$ cat config.mk
export PLATFORM = sky130hd
export DESIGN_NAME = poly_add_ctrl
export DESIGN_NICKNAME = d
export VERILOG_FILES = /design/src/rtl/pqc_pkg.sv /design/src/rtl/mod_addsub.sv /design/src/rtl/poly_add_ctrl.sv
export SDC_FILE = /design/constraint.sdc
export NUM_CORES = 1
export LEC_CHECK = 0
export CORE_UTILIZATION = 35
export DETAILED_ROUTE_END_ITERATION = 10
export GPL_TIMING_DRIVEN = 0
export MAX_ROUTING_LAYER = met4
export PLACE_DENSITY = 0.54
export SLEW_MARGIN = 20
export SYNTH_ARGS = -nofsm -noshare
export SYNTH_HDL_FRONTEND = slang
export SYNTH_SLANG_ARGS = --single-unit
$ cat constraint.sdc
create_clock -name clk -period 8.1 [get_ports clk]
set_input_delay 2.43 -clock clk [delete_from_list [all_inputs] [get_ports clk]]
set_output_delay 2.43 -clock clk [all_outputs]
set_load 0.02 [all_outputs]
$ cat src/rtl/pqc_pkg.sv
// Shared constants and state encoding for the polynomial arithmetic blocks.
package pqc_pkg;

  localparam int unsigned P    = 1049089;
  localparam int unsigned N    = 256;
  localparam int unsigned B    = 21;
  localparam int unsigned LOGN = 8;

  typedef enum logic [1:0] {
    IDLE  = 2'd0,
    RUN   = 2'd1,
    DRAIN = 2'd2,
    FIN   = 2'd3
  } state_t;

endpackage

$ cat src/rtl/mod_addsub.sv
// Registered single-cycle modular add/subtract: y <= (a +/- b) mod P.
// Operands below P need only one correction step.
module mod_addsub
  import pqc_pkg::*;
(
  input  logic         clk,
  input  logic         reset,
  input  logic         en,
  input  logic         sub,
  input  logic [B-1:0] a,
  input  logic [B-1:0] b,
  output logic [B-1:0] y
);

  localparam logic [B:0] P_EXT = (B+1)'(P);

  logic [B:0]   sum;
  logic [B:0]   diff;
  logic [B-1:0] y_c;

  // A negative difference shows up as the extra top bit set.
  always_comb begin
    sum  = {1'b0, a} + {1'b0, b};
    diff = {1'b0, a} - {1'b0, b};
    y_c  = '0;
    if (sub) begin
      y_c = diff[B] ? B'(diff + P_EXT) : B'(diff);
    end else begin
      y_c = (sum >= P_EXT) ? B'(sum - P_EXT) : B'(sum);
    end
  end

  always_ff @(posedge clk) begin
    if (reset) begin
      y <= '0;
    end else if (en) begin
      y <= y_c;
    end
  end

endmodule

$ cat src/rtl/poly_add_ctrl.sv
// Streams coefficient pairs 0..N-1 from the operand RAMs through mod_addsub
// into the result RAM; one coefficient per cycle, done pulse at the end.
module poly_add_ctrl
  import pqc_pkg::*;
(
  input  logic            clk,
  input  logic            reset,
  input  logic            start,
  input  logic            sub,
  output logic            busy,
  output logic            done,
  output logic            rd_en,
  output logic [LOGN-1:0] rd_addr,
  input  logic [B-1:0]    a_coef,
  input  logic [B-1:0]    b_coef,
  output logic            wr_en,
  output logic [LOGN-1:0] wr_addr,
  output logic [B-1:0]    wr_data
);

  localparam logic [LOGN-1:0] LAST = LOGN'(N - 1);

  state_t          state;
  state_t          state_nxt;
  logic [LOGN-1:0] cnt_nxt;
  logic            drain_cnt;
  logic            drain_nxt;
  logic            sub_q;
  logic            sub_nxt;
  logic            busy_nxt;
  logic            done_nxt;
  logic            rd_en_nxt;
  logic            v1;
  logic [LOGN-1:0] a1;

  // Next state and next registered outputs; rd_addr doubles as the read counter.
  always_comb begin
    state_nxt = state;
    cnt_nxt   = rd_addr;
    drain_nxt = drain_cnt;
    sub_nxt   = sub_q;
    busy_nxt  = busy;
    done_nxt  = 1'b0;
    rd_en_nxt = 1'b0;
    case (state)
      IDLE: begin
        if (start) begin
          state_nxt = RUN;
          cnt_nxt   = '0;
          sub_nxt   = sub;
          busy_nxt  = 1'b1;
          rd_en_nxt = 1'b1;
        end
      end
      RUN: begin
        if (rd_addr == LAST) begin
          state_nxt = DRAIN;
          drain_nxt = 1'b0;
        end else begin
          cnt_nxt   = rd_addr + LOGN'(1);
          rd_en_nxt = 1'b1;
        end
      end
      DRAIN: begin
        // Two cycles: RAM read latency plus the arithmetic register.
        if (drain_cnt) begin
          state_nxt = FIN;
          done_nxt  = 1'b1;
        end else begin
          drain_nxt = 1'b1;
        end
      end
      FIN: begin
        state_nxt = IDLE;
        busy_nxt  = 1'b0;
      end
      default: begin
        state_nxt = IDLE;
        busy_nxt  = 1'b0;
      end
    endcase
  end

  always_ff @(posedge clk) begin
    if (reset) begin
      state     <= IDLE;
      rd_addr   <= '0;
      drain_cnt <= 1'b0;
      sub_q     <= 1'b0;
      busy      <= 1'b0;
      done      <= 1'b0;
      rd_en     <= 1'b0;
    end else begin
      state     <= state_nxt;
      rd_addr   <= cnt_nxt;
      drain_cnt <= drain_nxt;
      sub_q     <= sub_nxt;
      busy      <= busy_nxt;
      done      <= done_nxt;
      rd_en     <= rd_en_nxt;
    end
  end

  // Delay line: RAM latency stage, then aligned with the arithmetic register.
  always_ff @(posedge clk) begin
    if (reset) begin
      v1      <= 1'b0;
      a1      <= '0;
      wr_en   <= 1'b0;
      wr_addr <= '0;
    end else begin
      v1      <= rd_en;
      a1      <= rd_addr;
      wr_en   <= v1;
      wr_addr <= a1;
    end
  end

  mod_addsub u_addsub (
    .clk   (clk),
    .reset (reset),
    .en    (v1),
    .sub   (sub_q),
    .a     (a_coef),
    .b     (b_coef),
    .y     (wr_data)
  );

endmodule

==> results.sh <==
export IMPL_fin_util=0.442
export IMPL_place_worst_setup_slack_ps=1070
export IMPL_grt_pass1_vias=5656
export IMPL_worstMarginPinSlew_ps=953
export IMPL_crit_top_cell="nand2_1"
export IMPL_status="completed"
export IMPL_grt_max_degree=16
export IMPL_cts_buffers=5
export IMPL_cts_path_max_buffers=2
export IMPL_final_area_mm2=0.00713
export IMPL_syn_num_nets=875
export IMPL_grt_pass1_wl_um=29400
export IMPL_hold_path_class="flip-flop to flip-flop"
export IMPL_row_count=46
export IMPL_grt_ovfl_total=0
export IMPL_drtIter0Drc=349
export IMPL_wl_met2_um=8610
export IMPL_numPortBuffers=86
export IMPL_dp_cells=1079
export IMPL_cts_setup_buffers=0
export IMPL_die_w_um=131
export IMPL_dpl_cell_area_mm2=0.00699
export IMPL_met1Wirelength_um=8990
export IMPL_syn_to_final_growth_pct=21.6
export IMPL_final_max_slew_viol_count=0
export IMPL_clk_pin_slew_ps=60
export IMPL_period_share=0.836
export IMPL_final_antenna_net_count=0
export IMPL_cp_data_required_time_ps=8280
export IMPL_fin_crit_ps=6770
export IMPL_power_density_mw_per_mm2=163
export IMPL_cts_tree="built"
export IMPL_hpwlAfterDp_um=15400
export IMPL_slew_headroom=0.363
export IMPL_crit_path_start_kind="primary input"
export IMPL_finalWirelength_um=18600
export IMPL_h_tree_depth=2
export IMPL_antenna_found_initial=0
export IMPL_synth_cell_types=85
export IMPL_drive_above_1_share=0.0667
export IMPL_ys_async_sr_fraction=0
export IMPL_fmax_ghz=0.148
export IMPL_nets=968
export IMPL_rsz0062_at_grt="no"
export IMPL_globalplace_congestion=0.886
export IMPL_fin_skew_ps=7.00
export IMPL_drc=0
export IMPL_fp_coreArea_mm2=0.0161
export IMPL_via_per_inst=5.55
export IMPL_drv_cap=0
export IMPL_final_cells=1086
export IMPL_grtUsageTotal=0.216
export IMPL_synthFlopType="dfxtp_1"
export IMPL_start_util=0.364
export IMPL_synth_cells=777
export IMPL_cp_slowest_cell="a311oi_1"
export IMPL_hold_violations=0
export IMPL_wl_met3_um=804
export IMPL_yosys_warnings=0
export IMPL_path_cells="clkdlybuf4s50_1, inv_1, ha_1, buf_2, nor4_4, nand2_1, a311oi_1, nor2b_1, a211oi_1, o22ai_1, mux2_2, a211oi_2, nand2_1, xnor2_1, a2111oi_2"
export IMPL_critPathMaxStageDelay_ps=560
export IMPL_end_kind="flip-flop"
export IMPL_cts_hold_buf=0
export IMPL_vias=6029
export IMPL_cts_sinks=54
export IMPL_setup_tns_ps=0
export IMPL_clk_latency_ps=280
export IMPL_io_pins=87
export IMPL_finalSetupViolCount=0
export IMPL_p_leak_uw=0.00278
export IMPL_wl_per_cell_um=17.1
export IMPL_top_layer_used="met4"
export IMPL_peakVddDrop_mv=0.119
export IMPL_ys_seq_area_frac=0.184
export IMPL_dr_pass1_iters=5
export IMPL_cts_resized=0
export IMPL_die_area_mm2=0.0173
export IMPL_diodes=0
export IMPL_synth_top_area_frac=0.184
export IMPL_syn_area_mm2=0.00586
export IMPL_crit_type="primary input to flip-flop"
export IMPL_path_max_fanout=10
export IMPL_root_buffer="clkbuf_16"
export IMPL_setup_ws_ps=1330
export IMPL_critPathArrivalTime_ps=6950
export IMPL_synth_top_cell_by_area="dfxtp_1"
export IMPL_avgSynthCellArea_um2=7.54
export IMPL_ys_ff_latch=54
export IMPL_dieHeight_um=131
export IMPL_synth_edff_count=0
export IMPL_ys_top_cells_by_area="dfxtp_1 18%, ha_1 11%, xnor2_1 6.1%"
final timing paths:
check	from	endpoint	slack (ps)	cells past startpoint
worst max-delay path	b_coef[10]	u_addsub.y[14]$_SDFFE_PP0P_	1330	15
worst min-delay path	a1[4]$_SDFF_PP0_	wr_addr[4]$_SDFF_PP0_	440	1
worst max register to register	state[1]$_SDFFE_PP0P_	rd_addr[5]$_SDFFE_PP0P_	5850	8
worst min register to register	a1[4]$_SDFF_PP0_	wr_addr[4]$_SDFF_PP0_	440	1
cell usage in the layout (no fill, tap or decap), drive strengths merged, types with 8 or more instances in the layout:
cell type / count
a211oi: 25
a21o: 15
a21oi: 61
a311oi: 8
and2: 9
and3: 15
buf: 16
clkbuf: 25
clkdlybuf4s50: 86
dfxtp: 54
ha: 50
inv: 46
nand2: 47
nand2b: 20
nand3: 26
nand4: 8
nor2: 77
nor2b: 29
nor3: 20
nor4: 11
o21ai: 38
or3: 8
xnor2: 41
xor2: 14
synth_stat cells (7+ instances only):
cell	n
ha_1	50
a21o_1	15
and3_1	15
nand3b_1	7
a211oi_1	22
inv_1	42
nor2_1	77
dfxtp_1	54
o211ai_1	7
a21oi_1	58
nand2b_1	20
o21ai_0	33
xnor2_1	41
buf_2	10
nand2_1	47
and2_1	7
nor4_1	8
xor2_1	14
nor2b_1	28
nand4_1	8
nand3_1	26
or3_1	8
clkbuf_1	19
nor3_1	20
metrics by stage:
step                      hold WS, ps  power (µW)
after CTS                         439        1160
after detailed placement          424         961
final                             436        1160
after global placement            421         950
after floorplan                   414         756
after global routing              450        1240
state kept, by name, summed over array words and instances, names as in the netlist:
signal,cells
a1,8
drain_cnt,1
busy,1
state,2
u_addsub.y,21
done,1
rd_addr,8
wr_addr,8
rd_en,1
wr_en,1
sub_q,1
v1,1
cells by family (layout without fill, tap and decap cells):
family / after synthesis / in the layout / share of synthesized area
buffers and inverters: 83 / 176 / 0.0617
flip-flops: 54 / 54 / 0.184
XOR/XNOR: 55 / 55 / 0.0822
AO/OA/AOI/OAI: 220 / 220 / 0.265
multiplexers: 9 / 9 / 0.0162
AND/OR/NAND/NOR: 304 / 304 / 0.277
adder cells (fa/ha/maj): 52 / 52 / 0.114
power by group:
part / switching (µW) / internal [µW] / leakage, µW
logic: 384 / 256 / 0.00228
clock network: 88.3 / 113 / 0.0000629
registers: 23.3 / 297 / 0.000439
total: 496 / 666 / 0.00278
worst max-delay path: cells and delay by family:
kind                     cells  cell delay (ps)
adder cells (fa/ha/maj)      1              260
multiplexers                 1              430
AND/OR/NAND/NOR              4              910
buffers and inverters        3              730
AO/OA/AOI/OAI                5             2020
XOR/XNOR                     1              180
metal layers:
metal	global-route usage	vias to the layer above
li1	-	2994
met1	0.288	2874
met2	0.357	149
met3	0.0216	12
met4	0.0355	0
met5	-	-
cell type report:
type / count / area (µm²)
multi-input cells: 640 / 4420
flip-flops and latches: 54 / 1080
repair buffers: 86 / 861
clock inverters: 1 / 7.51
fillers: 1652 / 8990
plain buffers: 35 / 181
well taps: 216 / 270
clock buffers: 6 / 129
inverters: 48 / 180
Note: power is estimated with default switching activity, not from simulation.
